==> config.mk <==
export PLATFORM = sky130hd
export DESIGN_NAME = keypad_emulator_flat
export DESIGN_NICKNAME = d
export VERILOG_FILES = /design/src/rtl/keypad_emulator_if.sv /design/src/rtl/keypad_emulator.sv /design/src/flat_wrapper.sv
export SDC_FILE = /design/constraint.sdc
export NUM_CORES = 1
export LEC_CHECK = 0
export ABC_AREA = 1
export CORE_UTILIZATION = 45
export DETAILED_ROUTE_END_ITERATION = 7
export MAX_ROUTING_LAYER = met4
export PLACE_DENSITY = 0.74
export SETUP_SLACK_MARGIN = 0.02
export SLEW_MARGIN = 15
export SYNTH_ARGS = -nofsm -noshare
export SYNTH_HDL_FRONTEND = slang
export SYNTH_SLANG_ARGS = --single-unit
==> constraint.sdc <==
create_clock -name clk -period 2 [get_ports clk]
set_input_delay 0.2 -clock clk [delete_from_list [all_inputs] [get_ports clk]]
set_output_delay 0.2 -clock clk [all_outputs]
set_load 0.005 [all_outputs]
==> src/rtl/keypad_emulator_if.sv <==
// Keypad emulator interface: press/release request handshake plus the column-strobe / row-line scan bus.
// The emulator sits on the slave side; a bench or self-test controller drives the master side.
interface keypad_emulator_if;
  logic       press_req;
  logic [3:0] key_idx;
  logic       release_req;
  logic [2:0] col;
  logic [3:0] row;
  logic       busy;
  logic       done;
  logic       err;
  logic       contact;

  modport master (
    output press_req,
    output key_idx,
    output release_req,
    output col,
    input  row,
    input  busy,
    input  done,
    input  err,
    input  contact
  );

  modport slave (
    input  press_req,
    input  key_idx,
    input  release_req,
    input  col,
    output row,
    output busy,
    output done,
    output err,
    output contact
  );
endinterface

==> src/rtl/keypad_emulator.sv <==
// keypad_emulator: behaves like one closed switch of a 4x3 membrane keypad on the column-scan bus.
// Define KEYPAD_BOUNCE_EN to model contact bounce on press and release; otherwise the switch is clean.
module keypad_emulator #(
  parameter int HOLD_CYCLES    = 16,
  parameter int BOUNCE_CYCLES  = 4,
  parameter int BOUNCE_TOGGLES = 3
) (
  input logic              clk,
  input logic              reset,
  keypad_emulator_if.slave kp
);

  localparam int SEG_MAX = (HOLD_CYCLES > BOUNCE_CYCLES) ? HOLD_CYCLES : BOUNCE_CYCLES;
  localparam int SEG_W   = $clog2(SEG_MAX + 1);
  localparam logic [SEG_W-1:0] HOLD_LAST = SEG_W'(HOLD_CYCLES - 1);

`ifdef KEYPAD_BOUNCE_EN
  localparam int TOG_W = $clog2(2 * BOUNCE_TOGGLES) + 1;
  localparam logic [SEG_W-1:0] BOUNCE_LAST = SEG_W'(BOUNCE_CYCLES - 1);
  localparam logic [TOG_W-1:0] TOG_LAST    = TOG_W'(2 * BOUNCE_TOGGLES - 1);
`endif

  if (HOLD_CYCLES < 1 || BOUNCE_CYCLES < 1 || BOUNCE_TOGGLES < 1) begin : g_bad_params
    $error("keypad_emulator: HOLD_CYCLES, BOUNCE_CYCLES and BOUNCE_TOGGLES must all be >= 1");
  end

`ifdef KEYPAD_BOUNCE_EN
  typedef enum logic [1:0] {IDLE, BOUNCE_IN, HOLD, BOUNCE_OUT} state_t;
`else
  typedef enum logic [1:0] {IDLE, HOLD} state_t;
`endif

  state_t           state;
  logic             busy_q;
  logic             done_q;
  logic             err_q;
  logic             contact_q;
  logic [1:0]       row_sel;
  logic [1:0]       col_sel;
  logic [SEG_W-1:0] seg_cnt;
`ifdef KEYPAD_BOUNCE_EN
  logic [TOG_W-1:0] tog_cnt;
`endif

  logic [1:0] key_row;
  logic [1:0] key_col;
  logic       key_valid;
  logic [3:0] row_n;

  always_comb begin
    key_row   = 2'(kp.key_idx / 4'd3);
    key_col   = 2'(kp.key_idx % 4'd3);
    key_valid = (kp.key_idx <= 4'd11);
  end

  // The closed contact only shorts its row while the scanner strobes the latched column.
  always_comb begin
    row_n = 4'b1111;
    if (contact_q && !kp.col[col_sel]) begin
      row_n[row_sel] = 1'b0;
    end
  end

  always_ff @(posedge clk or negedge reset) begin
    if (!reset) begin
      state     <= IDLE;
      busy_q    <= 1'b0;
      done_q    <= 1'b0;
      err_q     <= 1'b0;
      contact_q <= 1'b0;
      row_sel   <= 2'd0;
      col_sel   <= 2'd0;
      seg_cnt   <= '0;
`ifdef KEYPAD_BOUNCE_EN
      tog_cnt   <= '0;
`endif
    end else begin
      done_q <= 1'b0;
      err_q  <= 1'b0;
      case (state)
        IDLE: begin
          if (kp.press_req) begin
            if (key_valid) begin
              row_sel   <= key_row;
              col_sel   <= key_col;
              busy_q    <= 1'b1;
              contact_q <= 1'b1;
              seg_cnt   <= '0;
`ifdef KEYPAD_BOUNCE_EN
              tog_cnt   <= '0;
              state     <= BOUNCE_IN;
`else
              state     <= HOLD;
`endif
            end else begin
              err_q <= 1'b1;
            end
          end
        end
`ifdef KEYPAD_BOUNCE_EN
        BOUNCE_IN: begin
          if (kp.release_req) begin
            state     <= BOUNCE_OUT;
            contact_q <= 1'b0;
            seg_cnt   <= '0;
            tog_cnt   <= '0;
          end else if (seg_cnt == BOUNCE_LAST) begin
            seg_cnt <= '0;
            if (tog_cnt == TOG_LAST) begin
              state     <= HOLD;
              contact_q <= 1'b1;
              tog_cnt   <= '0;
            end else begin
              tog_cnt   <= tog_cnt + 1'b1;
              contact_q <= ~contact_q;
            end
          end else begin
            seg_cnt <= seg_cnt + 1'b1;
          end
        end
`endif
        HOLD: begin
          if (kp.release_req || seg_cnt == HOLD_LAST) begin
            seg_cnt   <= '0;
            contact_q <= 1'b0;
`ifdef KEYPAD_BOUNCE_EN
            tog_cnt   <= '0;
            state     <= BOUNCE_OUT;
`else
            state     <= IDLE;
            busy_q    <= 1'b0;
            done_q    <= 1'b1;
`endif
          end else begin
            seg_cnt <= seg_cnt + 1'b1;
          end
        end
`ifdef KEYPAD_BOUNCE_EN
        // Release bounce starts open and ends closed; the final edge lands in IDLE open.
        BOUNCE_OUT: begin
          if (seg_cnt == BOUNCE_LAST) begin
            seg_cnt <= '0;
            if (tog_cnt == TOG_LAST) begin
              state     <= IDLE;
              contact_q <= 1'b0;
              busy_q    <= 1'b0;
              done_q    <= 1'b1;
              tog_cnt   <= '0;
            end else begin
              tog_cnt   <= tog_cnt + 1'b1;
              contact_q <= ~contact_q;
            end
          end else begin
            seg_cnt <= seg_cnt + 1'b1;
          end
        end
`endif
        default: state <= IDLE;
      endcase
    end
  end

  assign kp.row     = row_n;
  assign kp.busy    = busy_q;
  assign kp.done    = done_q;
  assign kp.err     = err_q;
  assign kp.contact = contact_q;

endmodule

==> src/flat_wrapper.sv <==
// flat-port wrapper written by rule: the top's interface ports become plain ports
module keypad_emulator_flat 
#(
  parameter int HOLD_CYCLES    = 16,
  parameter int BOUNCE_CYCLES  = 4,
  parameter int BOUNCE_TOGGLES = 3
)
  (clk, reset, kp_press_req, kp_key_idx, kp_release_req, kp_col, kp_row, kp_busy, kp_done, kp_err, kp_contact);
  keypad_emulator_if kp_i ();
  input logic clk;
  input logic reset;
  input wire logic [$bits(kp_i.press_req)-1:0] kp_press_req;
  input wire logic [$bits(kp_i.key_idx)-1:0] kp_key_idx;
  input wire logic [$bits(kp_i.release_req)-1:0] kp_release_req;
  input wire logic [$bits(kp_i.col)-1:0] kp_col;
  output wire logic [$bits(kp_i.row)-1:0] kp_row;
  output wire logic [$bits(kp_i.busy)-1:0] kp_busy;
  output wire logic [$bits(kp_i.done)-1:0] kp_done;
  output wire logic [$bits(kp_i.err)-1:0] kp_err;
  output wire logic [$bits(kp_i.contact)-1:0] kp_contact;
  assign kp_i.press_req = kp_press_req;
  assign kp_i.key_idx = kp_key_idx;
  assign kp_i.release_req = kp_release_req;
  assign kp_i.col = kp_col;
  assign kp_row = kp_i.row;
  assign kp_busy = kp_i.busy;
  assign kp_done = kp_i.done;
  assign kp_err = kp_i.err;
  assign kp_contact = kp_i.contact;
  keypad_emulator #(.HOLD_CYCLES(HOLD_CYCLES), .BOUNCE_CYCLES(BOUNCE_CYCLES), .BOUNCE_TOGGLES(BOUNCE_TOGGLES)) u_core (.clk(clk), .reset(reset), .kp(kp_i));
endmodule
; Yosys cells after proc, flatten, opt, wreduce, memory -nomap -nowiden
; Index checks and enable logic that the tools add are counted.
[totals]
regBits = 14
output_inout_bits = 8
wordCells = 52
input_bits = 11
[classes]
n_bitwise = 1
n_addsub = 1
order_cmp = 4
muxes = 22
n_reduce_logical = 10
eq_ne = 5
n_div = 2
[ops]
columns = op, n
row1 = 2-to-1 mux 5 bit, 3
row2 = 2-to-1 mux 1 bit, 10
row3 = case mux 5 bit (2 select lines), 1
row4 = AND reduction 3 bit, 3
row5 = "< comparator 2 x 3 -> 1 bit, second input constant", 2
row6 = 2-to-1 mux 2 bit, 3
row7 = "adder 5 x 1 -> 5 bit, second input constant", 1
row8 = "== test 5 x 4 -> 1 bit, second input constant", 1
row9 = "divider 4 x 2 -> 4 bit, second input constant", 1
row10 = "<= comparator 4 bit, second input constant", 1
row11 = "modulo 4 x 2 -> 4 bit, second input constant", 1
row12 = 2-to-1 mux 4 bit, 1
row13 = "!= test 2 x 1 -> 1 bit, second input constant", 2
row14 = inverter 4 bit, 1
row15 = case mux 2 bit (2 select lines), 1
row16 = AND reduction 4 bit, 1
row17 = binary-select mux 1 bit (select 2 bit), 1
row18 = demux 1 bit (select 2 bit), 1
row19 = "== test 2 x 1 -> 1 bit, second input constant", 1
row20 = "greater-or-equal comparator 2 x 1 -> 1 bit, second input constant", 1
row21 = logical AND 1 bit, 2
row22 = logical NOT 2 bit, 1
row23 = "!= test 2 bit, second input constant", 1
row24 = case mux 1 bit (2 select lines), 1
row25 = 3 further kinds, 3

; Logic depth before layout (Yosys ltp)
; Gate-level depths: netlist (run 1).
[depth]
ltp_word = 6
ltp_mapped = 15

; Least setup slack after synthesis (run 1)
; OpenSTA, ideal clock, no wires.
[synth_timing]
path_type = input -> register
startpoint = input kp_key_idx[2]
endpoint = register u_core.col_sel[1]
required_time_ns = 1.935
cell_stages = 15
path_slack_ns = 0.440
t_arrival_ns = 1.495
path_cell_list = inv_2 -> nor2_4 -> ha_1 -> inv_1 -> ha_1 -> nand2_4 -> nand2_1 -> nand2_2 -> inv_1 -> ha_1 -> inv_1 -> nand3_2 -> nand2_1 -> nand3_1 -> nand2_1
[synth_via]
elab_chain_len = 2
elab_cells_between_ends = 3
cone_classes = div (1) / order compare (1) / reduce/logical (1)
[synth_rtl]
columns = element, line
row1 = "start, declared", flat_wrapper.sv:13  ; input wire logic [$bits(kp_i.key_idx)-1:0] kp_key_idx;
row2 = "parallel branches: the longest is 2 deep, another holds modulo 4 x 2 -> 4 bit", n/a
row3 = "end signal, assigned", keypad_emulator.sv:85  ; col_sel <= key_col;
row4 = "end, declared", keypad_emulator.sv:39  ; logic [1:0] col_sel;
; Several ways; the timed one is not identified.
; A chain may end at the register's enable or synchronous reset.

==> results_tabular.tex, run 1 <==
\begin{tabular}{lr}
\hline
Metric & Value \\
\hline
\multicolumn{2}{l}{\textbf{Run status}} \\
\quad Violations in the final reports & DRC \\
\quad Run status & finished with violations \\
\multicolumn{2}{l}{\textbf{Placement}} \\
\quad Number of buffers inserted by port buffering & 18 \\
\quad Last weighted congestion value of the routability-driven placer & 0.778 \\
\quad Cell area after placement & 0.00104 mm² \\
\quad Final HPWL from detailed placement & 1.20 mm \\
\multicolumn{2}{l}{\textbf{Worst setup path}} \\
\quad Worst-case register-to-register setup slack & 0.46 ns \\
\quad Capturing element of the worst setup path & kp\_row[0] \\
\quad End of the worst register-to-register path & u\_core.seg\_cnt[1] \\
\quad Buffering stage count on the worst path with inverters included & 1 \\
\quad Crit end category & primary output \\
\quad Worst reg2reg startpoint & u\_core.seg\_cnt[0] \\
\quad Stages on worst setup path & 4 \\
\quad Largest stage delay on the critical path & 0.50 ns \\
\quad Critical Path RT & 1.80 ns \\
\quad Highest net fanout along the worst path & 6 \\
\quad Critical path cell sequence & nand2\_1, nor2\_1, nand3\_1, clkdlybuf4s50\_1 \\
\quad Critical Path AT & 1.61 ns \\
\quad R2R cell count & 8 \\
\quad Setup crit start & u\_core.kp.busy \\
\quad Type of element launching the critical path & flip-flop \\
\quad Cell family contributing the most delay on the critical path & flip-flops \\
\quad Class of the most critical setup path & reg -> out \\
\quad Cell type of the slowest stage on the worst timing path & sky130\_fd\_sc\_hd\_\_dfrtp\_1 \\
\multicolumn{2}{l}{\textbf{Clocking}} \\
\quad Clock-pin slew reported for the worst setup and hold paths after clock tree synthesis & 0.08 ns \\
\quad CTS tree & built \\
\quad Largest buffer count on any clock path & 2 \\
\quad CTS Root Buffer Type & sky130\_fd\_sc\_hd\_\_clkbuf\_4 \\
\quad Number of gates resized after CTS & 0 \\
\quad Total number of clock tree sinks & 12 \\
\quad Number of H-tree branching levels & 1 \\
\quad Num CTS Buffers & 3 \\
\quad Hold buffer count at CTS & 0 \\
\quad Post CTS Setup Buffer Count & 0 \\
\quad Clock latency reported for the late side of the worst-skew pair & 0.27 ns \\
\multicolumn{2}{l}{\textbf{Routing}} \\
\quad Iteration count of the initial detailed-routing pass & 6 \\
\quad DR WL/cell & 10.5 µm \\
\quad Drc violations & 3 \\
\quad Antenna Violating Nets Remaining & 0 \\
\quad Ratio of routed vias to standard cells & 4.79 \\
\quad Routed wire length & 1.53 mm \\
\quad 1st-iter DRT viols & 13 \\
\quad Routed via count & 700 \\
\multicolumn{2}{l}{\textbf{Yosys}} \\
\quad Proportion of synthesized chip area in sequential cells & 38.3\% \\
\quad Number of nets produced by synthesis & 117 \\
\quad Area fraction of the dominant cell type after synthesis & 38.3\% \\
\quad Share of flip-flops with an asynchronous set or reset & 100\% \\
\quad Primary flip-flop cell chosen by synthesis mapping & sky130\_fd\_sc\_hd\_\_dfrtp\_1 \\
\quad Yosys warning total & 0 \\
\quad Cells after Synth & 101 \\
\quad Mean area per synthesized cell & 7.75 µm² \\
\quad Largest cells by area after synthesis & sky130\_fd\_sc\_hd\_\_dfrtp\_1, sky130\_fd\_sc\_hd\_\_nand2\_1, sky130\_fd\_sc\_hd\_\_ha\_1 \\
\quad Mapped cell area & 783 µm² \\
\quad Number of register bits inferred by synthesis & 12 \\
\quad Synth area leader & sky130\_fd\_sc\_hd\_\_dfrtp\_1 \\
\quad Synth unique cells & 19 \\
\quad Post-synth EDFFs & 0 \\
\multicolumn{2}{l}{\textbf{STA}} \\
\quad Transition time at the pin with the least slew margin & 0.527 ns \\
\quad Clock Skew & 0.00933 ns \\
\quad Time the worst path needs with I/O delays and setup & 1.81 ns \\
\quad Final period utilization & 90.7\% \\
\quad Setup-violating endpoint count in the final report & 0 \\
\quad Final Hold Vio Count & 0 \\
\quad Slew Limit Fails & 0 \\
\quad Setup repair after global routing missed its margin & no \\
\quad Fmax achieved & 0.551 GHz \\
\quad Worst relative slew slack & 64.7\% \\
\quad Setup TNS & 0 ns \\
\multicolumn{2}{l}{\textbf{Flow run}} \\
\quad Number of maximum-capacitance constraint violations & 0 \\
\multicolumn{2}{l}{\textbf{Global route}} \\
\quad Antenna violations before repair & 0 \\
\quad Routing usage on met1 & 22.8\% \\
\quad Wire length of the first global-routing pass & 2.73 mm \\
\quad GR Layer Usage met3 & 6.25\% \\
\quad Largest net degree at the start of global routing & 13 \\
\quad Overflow left after global routing & 0 \\
\quad Met2 demand-to-capacity share in global routing & 34.0\% \\
\quad Number of global-route vias before repair & 711 \\
\quad Most Used Layer, Global Route & met2 \\
\quad Overall global routing resource usage & 19.6\% \\
\multicolumn{2}{l}{\textbf{Die}} \\
\quad Initial core utilization & 50.2\% \\
\quad Chip Height & 43.7 µm \\
\quad Count of standard-cell rows & 14 \\
\quad Placeable core region & 0.00156 mm² \\
\quad Num ports & 19 \\
\quad Area enclosed by the die boundary & 0.00191 mm² \\
\quad Die width & 43.7 µm \\
\multicolumn{2}{l}{\textbf{Layout}} \\
\quad Most frequent cells in the layout & sky130\_fd\_sc\_hd\_\_nand2\_1, sky130\_fd\_sc\_hd\_\_clkdlybuf4s50\_1, sky130\_fd\_sc\_hd\_\_inv\_1, sky130\_fd\_sc\_hd\_\_nand3\_1, sky130\_fd\_sc\_hd\_\_dfrtp\_1 \\
\quad Register area & 300 µm² \\
\quad Leading cell type in the layout, fill and taps excluded & sky130\_fd\_sc\_hd\_\_nand2\_1 \\
\quad Synthesis-to-layout area growth & 37.2\% \\
\quad Fraction of layout instances using a drive strength above 1 & 23.8\% \\
\quad Final design area excluding fillers & 0.00107 mm² \\
\quad Layout fillers & 122 \\
\quad Multi-input gate area & 410 µm² \\
\quad Number of nets at the end of the flow & 147 \\
\quad Antenna diodes & 0 \\
\multicolumn{2}{l}{\textbf{Pwr}} \\
\quad Maximum resistive drop on vdd & 0.606 mV \\
\quad Static leakage power & 0.000533 µW \\
\quad Areal power density over the cells & 711 mW/mm² \\
\multicolumn{2}{l}{\textbf{Worst hold path}} \\
\quad Classification of the worst-slack hold path & in -> async \\
\hline
\end{tabular}
sequential cells by signal, indices dropped and copies added, names as in the netlist:
signal / count
u_core.col_sel: 2
u_core.kp.busy: 1
u_core.kp.done: 1
u_core.kp.err: 1
u_core.row_sel: 2
u_core.seg_cnt: 5
synth_stat cells (2+ instances only):
master,n
sky130_fd_sc_hd__nand3_2,2
sky130_fd_sc_hd__o21ai_1,4
sky130_fd_sc_hd__dfrtp_1,12
sky130_fd_sc_hd__nand3_1,12
sky130_fd_sc_hd__nor2_1,7
sky130_fd_sc_hd__ha_1,5
sky130_fd_sc_hd__a21oi_1,2
sky130_fd_sc_hd__nand2_4,2
sky130_fd_sc_hd__nand2_2,5
sky130_fd_sc_hd__inv_2,4
sky130_fd_sc_hd__inv_1,13
sky130_fd_sc_hd__nor2_4,3
sky130_fd_sc_hd__nand2_1,24
metal layers:
metal | vias up | share of wire, %
met4 | 0 | 0
li1 | 378 | -
met5 | - | 0
met3 | 0 | 4.9
met2 | 17 | 49
met1 | 305 | 46
metrics by stage:
step	setup WS, ns	instances	hold slack, ns	total power [µW]	utilization [%]
floorplan	0.440	101	-0.0956	468	-
global placement	-0.119	142	0.486	561	66.5
detailed placement	-0.188	142	0.496	577	66.5
CTS	0.0952	146	0.289	773	68.8
global route	0.0284	146	0.319	820	68.9
finish	0.186	146	0.269	764	68.9
cell families (layout without fill, tap and decap cells):
kind of cell | count (synthesis) | in the layout | synth area share [%]
buffers and inverters | 19 | 48 | 9.58
flip-flops | 12 | 12 | 38.3
AO/OA/AOI/OAI | 8 | 8 | 5.91
adder cells (fa/ha/maj) | 5 | 5 | 7.99
AND/OR/NAND/NOR | 56 | 56 | 37.1
XOR/XNOR | 1 | 1 | 1.12
area by class of cell:
type	instances	share of cell area, %
clock buffer	4	3.38
inverter	18	6.29
multi-input combinational	70	38.2
sequential	12	27.9
tap	16	1.86
timing repair buffer	26	22.4
where the power goes:
group,internal (µW),switching [µW],total [µW],leakage (µW)
Sequential,287,40.2,327,0.000156
Combinational,124,123,247,0.000356
Clock,111,79.2,190,0.0000210
Total,521,242,764,0.000533
worst min path at each step:
stage                       from                end
3_5_place_dp   u_core.seg_cnt[0]  u_core.seg_cnt[0]
3_3_place_gp   u_core.seg_cnt[0]  u_core.seg_cnt[0]
5_1_grt                    reset  u_core.seg_cnt[2]
6_report                   reset  u_core.seg_cnt[2]
4_1_cts                    reset  u_core.seg_cnt[2]
2_1_floorplan              reset  u_core.col_sel[0]
Note: power is estimated with default switching activity, not from simulation.
==> run 2: changes to the inputs <==
clock period = 2.3 ns   (was 2 ns; I/O delays follow)
==> run 2 against run 1 <==
Effect of this change: the run still ends with DRC left; register-to-register slack gained 0.35 ns; die area is the same; critical path depth grew 11; clock-buffer cell count is the same; utilization shrank 3.5 points; wire length shrank 13%; largest power group unchanged.
==> results_tabular.tex, run 2 (synthesis results as in run 1) <==
\begin{tabular}{lr}
\hline
Metric & Value \\
\hline
\multicolumn{2}{l}{\textbf{Run status}} \\
\quad Violations in the final reports & DRC (unchanged) \\
\quad Run status & finished with violations (unchanged) \\
\multicolumn{2}{l}{\textbf{Routing}} \\
\quad Ratio of routed vias to standard cells & 4.99 (was 4.79) \\
\quad Routed via count & 693 (was 700) \\
\quad Drc violations & 3 (unchanged) \\
\quad DR WL/cell & 9.63 µm (was 10.5 µm) \\
\quad Iteration count of the initial detailed-routing pass & 6 (unchanged) \\
\quad Routed wire length & 1.34 mm (was 1.53 mm) \\
\quad 1st-iter DRT viols & 17 (was 13) \\
\quad Antenna Violating Nets Remaining & 0 (unchanged) \\
\multicolumn{2}{l}{\textbf{Die}} \\
\quad Die width & 43.7 µm (unchanged) \\
\quad Initial core utilization & 50.2\% (unchanged) \\
\quad Area enclosed by the die boundary & 0.00191 mm² (unchanged) \\
\quad Count of standard-cell rows & 14 (unchanged) \\
\quad Num ports & 19 (unchanged) \\
\quad Chip Height & 43.7 µm (unchanged) \\
\quad Placeable core region & 0.00156 mm² (unchanged) \\
\multicolumn{2}{l}{\textbf{Clocking}} \\
\quad CTS tree & built (unchanged) \\
\quad Number of gates resized after CTS & 0 (unchanged) \\
\quad CTS Root Buffer Type & sky130\_fd\_sc\_hd\_\_clkbuf\_4 (unchanged) \\
\quad Largest buffer count on any clock path & 2 (unchanged) \\
\quad Post CTS Setup Buffer Count & 0 (unchanged) \\
\quad Total number of clock tree sinks & 12 (unchanged) \\
\quad Number of H-tree branching levels & 1 (unchanged) \\
\quad Clock-pin slew reported for the worst setup and hold paths after clock tree synthesis & 0.07 ns (was 0.08 ns) \\
\quad Clock latency reported for the late side of the worst-skew pair & 0.27 ns (about the same) \\
\quad Num CTS Buffers & 3 (unchanged) \\
\quad Hold buffer count at CTS & 0 (unchanged) \\
\multicolumn{2}{l}{\textbf{Flow run}} \\
\quad Number of maximum-capacitance constraint violations & 0 (unchanged) \\
\multicolumn{2}{l}{\textbf{STA}} \\
\quad Setup TNS & 0 ns (unchanged) \\
\quad Clock Skew & 0.00416 ns (was 0.00933 ns) \\
\quad Transition time at the pin with the least slew margin & 0.506 ns (was 0.527 ns) \\
\quad Setup repair after global routing missed its margin & no (unchanged) \\
\quad Time the worst path needs with I/O delays and setup & 1.95 ns \\
\quad Fmax achieved & 0.513 GHz \\
\quad Slew Limit Fails & 0 (unchanged) \\
\quad Worst relative slew slack & 66.2\% (was 64.7\%) \\
\quad Final period utilization & 84.7\% \\
\quad Setup-violating endpoint count in the final report & 0 (unchanged) \\
\quad Slack of the critical path & 0.351 ns (was 0.186 ns) \\
\quad Final Hold Vio Count & 0 (unchanged) \\
\multicolumn{2}{l}{\textbf{Layout}} \\
\quad Biggest registers after layout & u\_core.seg\_cnt x5, u\_core.col\_sel x2, u\_core.row\_sel x2 (unchanged) \\
\quad Layout fillers & 127 (was 122) \\
\quad Largest register by flop count & u\_core.seg\_cnt (unchanged) \\
\quad Number of nets at the end of the flow & 140 (was 147) \\
\quad Register area & 300 µm² (unchanged) \\
\quad Fraction of layout instances using a drive strength above 1 & 17.9\% (was 23.8\%) \\
\quad Max FFs per register & 5 (unchanged) \\
\quad Final design area excluding fillers & 0.00102 mm² (was 0.00107 mm²) \\
\quad Synthesis-to-layout area growth & 30.2\% (was 37.2\%) \\
\quad Leading cell type in the layout, fill and taps excluded & sky130\_fd\_sc\_hd\_\_nand2\_1 (unchanged) \\
\quad Most frequent cells in the layout & sky130\_fd\_sc\_hd\_\_nand2\_1, sky130\_fd\_sc\_hd\_\_clkdlybuf4s50\_1, sky130\_fd\_sc\_hd\_\_inv\_1 (was sky130\_fd\_sc\_hd\_\_nand2\_1, sky130\_fd\_sc\_hd\_\_clkdlybuf4s50\_1, sky130\_fd\_sc\_hd\_\_inv\_1, sky130\_fd\_sc\_hd\_\_nand3\_1, sky130\_fd\_sc\_hd\_\_dfrtp\_1) \\
\quad Multi-input gate area & 408 µm² (was 410 µm²) \\
\quad Antenna diodes & 0 (unchanged) \\
\multicolumn{2}{l}{\textbf{Pwr}} \\
\quad Static leakage power & 0.000501 µW (was 0.000533 µW) \\
\quad Areal power density over the cells & 631 mW/mm² (was 711 mW/mm²) \\
\quad Tot Pwr & 643 µW (was 764 µW) \\
\quad Maximum resistive drop on vdd & 0.440 mV (was 0.606 mV) \\
\multicolumn{2}{l}{\textbf{Global route}} \\
\quad Largest net degree at the start of global routing & 13 (unchanged) \\
\quad Overall global routing resource usage & 18.3\% (was 19.6\%) \\
\quad Overflow left after global routing & 0 (unchanged) \\
\quad Wire length of the first global-routing pass & 2.49 mm (was 2.73 mm) \\
\quad Number of global-route vias before repair & 631 (was 711) \\
\quad Antenna violations before repair & 0 (unchanged) \\
\multicolumn{2}{l}{\textbf{Worst setup path}} \\
\quad Class of the most critical setup path & in -> reg (was reg -> out) \\
\quad Critical Path AT & 2.16 ns (was 1.61 ns) \\
\quad Highest net fanout along the worst path & 4 (was 6) \\
\quad Type of element launching the critical path & input pin (was flip-flop) \\
\quad Critical Path RT & 2.52 ns (was 1.80 ns) \\
\quad Crit end category & flip-flop (was primary output) \\
\multicolumn{2}{l}{\textbf{Placement}} \\
\quad Last weighted congestion value of the routability-driven placer & 0.814 (was 0.778) \\
\quad Pre-CTS setup slack & 0.0549 ns (was -0.188 ns) \\
\quad Final HPWL from detailed placement & 1.10 mm (was 1.20 mm) \\
\quad Cell area after placement & 983 µm² (was 0.00104 mm²) \\
\quad Number of buffers inserted by port buffering & 18 (unchanged) \\
\multicolumn{2}{l}{\textbf{Worst hold path}} \\
\quad Classification of the worst-slack hold path & in -> async (unchanged) \\
\hline
\end{tabular}
[run 2: cell type report]
| class | count | area share [%] |
|---|---|---|
| Inverter | 18 | 6.63 |
| Timing Repair Buffer | 19 | 18.4 |
| Clock buffer | 4 | 3.56 |
| Sequential cell | 12 | 29.4 |
| Multi-Input combinational cell | 70 | 40.0 |
| Tap cell | 16 | 1.96 |
[run 2: power breakdown]
| group | switching, µW | total (µW) | leakage (µW) | internal, µW |
|---|---|---|---|---|
| registers | 35.3 | 285 | 0.000156 | 250 |
| logic | 98.3 | 194 | 0.000325 | 96.0 |
| clock network | 67.5 | 164 | 0.0000210 | 96.2 |
| total | 201 | 643 | 0.000501 | 442 |
[run 2: routing by layer]
metal | up-vias | global-route usage, % | wire length (µm)
met5 | - | - | 0
met4 | 0 | 1.88 | 0
met3 | 0 | 7.50 | 78
met2 | 16 | 29.9 | 652
met1 | 314 | 21.9 | 608
li1 | 363 | - | -
[run 2: final timing paths]
| check | startpoint | to | slack [ns] | cells after the start |
|---|---|---|---|---|
| max in group asynchronous | reset | u_core.seg_cnt[3] | 1.67 | 1 |
| min in group clk | u_core.seg_cnt[0] | u_core.seg_cnt[0] | 0.50 | 1 |
| min | reset | u_core.seg_cnt[2] | 0.29 | 1 |
| max | kp_key_idx[3] | u_core.col_sel[1] | 0.35 | 15 |
| min reg2reg | u_core.seg_cnt[0] | u_core.seg_cnt[0] | 0.50 | 1 |
| max reg2reg | u_core.seg_cnt[0] | u_core.seg_cnt[2] | 0.81 | 9 |
[run 2: metrics by stage]
stage	hold WS (ns)	utilization, %	cells
after floorplan	-0.0656	-	101
after global placement	0.487	63.1	135
after detailed placement	0.492	63.1	135
after CTS	0.316	65.4	139
after global routing	0.340	65.4	139
final	0.293	65.4	139
[run 2: critical path, cell delays in order]
cell and delay [ns]:
sky130_fd_sc_hd__clkdlybuf4s50_1 0.51, sky130_fd_sc_hd__nor2_4 0.15, sky130_fd_sc_hd__ha_1 0.14, sky130_fd_sc_hd__inv_1 0.04, sky130_fd_sc_hd__ha_1 0.24, sky130_fd_sc_hd__nand2_4 0.12
sky130_fd_sc_hd__nand2_1 0.06, sky130_fd_sc_hd__nand2_2 0.06, sky130_fd_sc_hd__inv_1 0.04, sky130_fd_sc_hd__ha_1 0.17, sky130_fd_sc_hd__inv_1 0.09, sky130_fd_sc_hd__nand3_2 0.10
sky130_fd_sc_hd__nand2_1 0.07, sky130_fd_sc_hd__nand3_1 0.08, sky130_fd_sc_hd__nand2_1 0.06
==> run 3: changes to the inputs <==
clock period = 1.9 ns   (was 2.3 ns; I/O delays follow)
==> run 3 against run 2 <==
Effect of this change: the flow still finishes with violations (DRC); clock skew decreased by 0.00075 ns; worst hold slack got worse by 0.026 ns; critical path depth unchanged; critical path type unchanged; register-to-register slack got worse by 0.43 ns; setup slack got worse by 0.22 ns.
==> results_tabular.tex, run 3 (synthesis results as in run 1) <==
\begin{tabular}{lr}
\hline
Metric & Value \\
\hline
\multicolumn{2}{l}{\textbf{Worst setup path}} \\
\quad End of the worst register-to-register path & u\_core.seg\_cnt[2] (unchanged) \\
\quad Critical Path RT & 2.06 ns (was 2.52 ns) \\
\quad Capturing element of the worst setup path & u\_core.col\_sel[1] (unchanged) \\
\quad Highest net fanout along the worst path & 4 (unchanged) \\
\quad Crit end category & flip-flop (unchanged) \\
\quad Worst reg2reg startpoint & u\_core.seg\_cnt[0] (unchanged) \\
\quad Type of element launching the critical path & input pin (unchanged) \\
\quad Critical Path AT & 1.93 ns (was 2.16 ns) \\
\quad Setup crit start & kp\_key\_idx[2] (was kp\_key\_idx[3]) \\
\quad Class of the most critical setup path & in -> reg (unchanged) \\
\quad R2R cell count & 9 (unchanged) \\
\quad Worst-case register-to-register setup slack & 0.38 ns (was 0.81 ns) \\
\multicolumn{2}{l}{\textbf{Global route}} \\
\quad Met2 demand-to-capacity share in global routing & 31.0\% (was 29.9\%) \\
\quad Antenna violations before repair & 0 (unchanged) \\
\quad Largest net degree at the start of global routing & 13 (unchanged) \\
\quad Overall global routing resource usage & 18.4\% (was 18.3\%) \\
\quad Wire length of the first global-routing pass & 2.55 mm (was 2.49 mm) \\
\quad Number of global-route vias before repair & 689 (was 631) \\
\quad Routing usage on met1 & 21.0\% (was 21.9\%) \\
\quad Overflow left after global routing & 0 (unchanged) \\
\quad GR Layer Usage met3 & 6.25\% (was 7.50\%) \\
\quad Most Used Layer, Global Route & met2 (unchanged) \\
\multicolumn{2}{l}{\textbf{Layout}} \\
\quad Final std cells w/o fill & 146 (was 139) \\
\quad Largest register by flop count & u\_core.seg\_cnt (unchanged) \\
\quad Most frequent cells in the layout & sky130\_fd\_sc\_hd\_\_nand2\_1, sky130\_fd\_sc\_hd\_\_clkdlybuf4s50\_1, sky130\_fd\_sc\_hd\_\_inv\_1, sky130\_fd\_sc\_hd\_\_nand3\_1, sky130\_fd\_sc\_hd\_\_dfrtp\_1 (was sky130\_fd\_sc\_hd\_\_nand2\_1, sky130\_fd\_sc\_hd\_\_clkdlybuf4s50\_1, sky130\_fd\_sc\_hd\_\_inv\_1) \\
\quad Biggest registers after layout & u\_core.seg\_cnt x5, u\_core.col\_sel x2, u\_core.row\_sel x2 (unchanged) \\
\quad Max FFs per register & 5 (unchanged) \\
\quad Synthesis-to-layout area growth & 39.5\% (was 30.2\%) \\
\quad Leading cell type in the layout, fill and taps excluded & sky130\_fd\_sc\_hd\_\_nand2\_1 (unchanged) \\
\quad Number of nets at the end of the flow & 147 (was 140) \\
\quad Antenna diodes & 0 (unchanged) \\
\quad Layout fillers & 119 (was 127) \\
\quad Fraction of layout instances using a drive strength above 1 & 26.2\% (was 17.9\%) \\
\multicolumn{2}{l}{\textbf{Clocking}} \\
\quad Num CTS Buffers & 3 (unchanged) \\
\quad CTS Root Buffer Type & sky130\_fd\_sc\_hd\_\_clkbuf\_4 (unchanged) \\
\quad Clock-pin slew reported for the worst setup and hold paths after clock tree synthesis & 0.07 ns (about the same) \\
\quad Clock latency reported for the late side of the worst-skew pair & 0.27 ns (about the same) \\
\quad Total number of clock tree sinks & 12 (unchanged) \\
\quad Hold buffer count at CTS & 0 (unchanged) \\
\quad Largest buffer count on any clock path & 2 (unchanged) \\
\quad Post CTS Setup Buffer Count & 0 (unchanged) \\
\quad Number of H-tree branching levels & 1 (unchanged) \\
\quad CTS tree & built (unchanged) \\
\multicolumn{2}{l}{\textbf{Routing}} \\
\quad 1st-iter DRT viols & 17 (unchanged) \\
\quad Routed wire length & 1.47 mm (was 1.34 mm) \\
\quad Iteration count of the initial detailed-routing pass & 8 (was 6) \\
\quad Routed via count & 728 (was 693) \\
\quad Ratio of routed vias to standard cells & 4.99 (about the same) \\
\quad DR WL/cell & 10.0 µm (was 9.63 µm) \\
\quad Drc violations & 3 (unchanged) \\
\quad Antenna Violating Nets Remaining & 0 (unchanged) \\
\multicolumn{2}{l}{\textbf{STA}} \\
\quad Slew Limit Fails & 0 (unchanged) \\
\quad Fmax achieved & 0.566 GHz \\
\quad Final Hold Vio Count & 0 (unchanged) \\
\quad Final period utilization & 93.0\% \\
\quad Setup-violating endpoint count in the final report & 0 (unchanged) \\
\quad Transition time at the pin with the least slew margin & 0.530 ns (was 0.506 ns) \\
\quad Worst relative slew slack & 64.5\% (was 66.2\%) \\
\quad Worst hold slack after final layout & 0.267 ns (was 0.293 ns) \\
\quad Slack of the critical path & 0.133 ns (was 0.351 ns) \\
\quad Clock Skew & 0.00341 ns (was 0.00416 ns) \\
\quad Time the worst path needs with I/O delays and setup & 1.77 ns \\
\multicolumn{2}{l}{\textbf{Pwr}} \\
\quad Areal power density over the cells & 736 mW/mm² (was 631 mW/mm²) \\
\quad Maximum resistive drop on vdd & 0.702 mV (was 0.440 mV) \\
\quad Static leakage power & 0.000534 µW (was 0.000501 µW) \\
\quad Tot Pwr & 804 µW (was 643 µW) \\
\multicolumn{2}{l}{\textbf{Run status}} \\
\quad Run status & finished with violations (unchanged) \\
\quad Violations in the final reports & DRC (unchanged) \\
\multicolumn{2}{l}{\textbf{Die}} \\
\quad Num ports & 19 (unchanged) \\
\quad Chip Height & 43.7 µm (unchanged) \\
\quad Area enclosed by the die boundary & 0.00191 mm² (unchanged) \\
\quad Initial core utilization & 50.2\% (unchanged) \\
\quad Placeable core region & 0.00156 mm² (unchanged) \\
\quad Count of standard-cell rows & 14 (unchanged) \\
\quad Die width & 43.7 µm (unchanged) \\
\multicolumn{2}{l}{\textbf{Placement}} \\
\quad Final HPWL from detailed placement & 1.21 mm (was 1.10 mm) \\
\quad Number of buffers inserted by port buffering & 18 (unchanged) \\
\quad Pre-CTS setup slack & -0.233 ns (was 0.0549 ns) \\
\quad Placed cell count & 142 (was 135) \\
\quad Last weighted congestion value of the routability-driven placer & 0.773 (was 0.814) \\
\multicolumn{2}{l}{\textbf{Flow run}} \\
\quad Number of maximum-capacitance constraint violations & 0 (unchanged) \\
\multicolumn{2}{l}{\textbf{Worst hold path}} \\
\quad Classification of the worst-slack hold path & in -> async (unchanged) \\
\hline
\end{tabular}
## run 3: metal layers
layer | routed length (µm) | vias up
met5 | 0 | -
met4 | 0 | 0
met3 | 88 | 0
met2 | 739 | 16
met1 | 638 | 333
li1 | - | 379
## run 3: power by group
part | switching [µW] | total [µW] | internal, µW
Sequential | 43.8 | 347 | 303
Clock | 80.2 | 197 | 116
Combinational | 128 | 261 | 132
## run 3: cell type report
class | count | area (µm²) | share of cell area [%]
repair buffers | 26 | 240 | 22.0
clock buffers | 4 | 36.3 | 3.32
multi-input cells | 70 | 427 | 39.1
inverters | 18 | 67.6 | 6.19
flip-flops and latches | 12 | 302 | 27.6
well taps | 16 | 20.0 | 1.83
## run 3: worst min path at each step
stage,endpoint,depth (start not counted),start,slack (ns)
floorplan,u_core.col_sel[0],0,reset,-0.11
global placement,u_core.seg_cnt[0],1,u_core.seg_cnt[0],0.48
detailed placement,u_core.seg_cnt[0],1,u_core.seg_cnt[0],0.50
CTS,u_core.seg_cnt[4],1,reset,0.28
global route,u_core.seg_cnt[4],1,reset,0.31
finish,u_core.kp.done,1,reset,0.27
## run 3: per-stage QoR
stage	area, µm²	util [%]	TNS (ns)
6_report	1090	70.1	0
5_1_grt	1090	70.1	-0.00875
2_1_floorplan	783	-	0
3_5_place_dp	1040	66.5	-0.669
3_3_place_gp	1040	66.5	-0.441
4_1_cts	1070	68.8	0
## run 3: critical path: stages
cell	delay (ns)
sky130_fd_sc_hd__clkdlybuf4s50_1	0.49
sky130_fd_sc_hd__inv_2	0.06
sky130_fd_sc_hd__nor2_4	0.08
sky130_fd_sc_hd__ha_1	0.14
sky130_fd_sc_hd__inv_1	0.06
sky130_fd_sc_hd__ha_4	0.17
sky130_fd_sc_hd__nand2_4	0.07
sky130_fd_sc_hd__nand2_1	0.06
sky130_fd_sc_hd__nand2_2	0.06
sky130_fd_sc_hd__inv_1	0.04
sky130_fd_sc_hd__ha_1	0.27
sky130_fd_sc_hd__inv_1	0.06
sky130_fd_sc_hd__nand2_1	0.05
sky130_fd_sc_hd__nand3_1	0.08
sky130_fd_sc_hd__nand2_1	0.05
## run 3: repair_timing
action	4_1_cts	5_1_grt
resized for setup	0	6
setup endpoints to repair	0	7
hold endpoints to repair	0	0
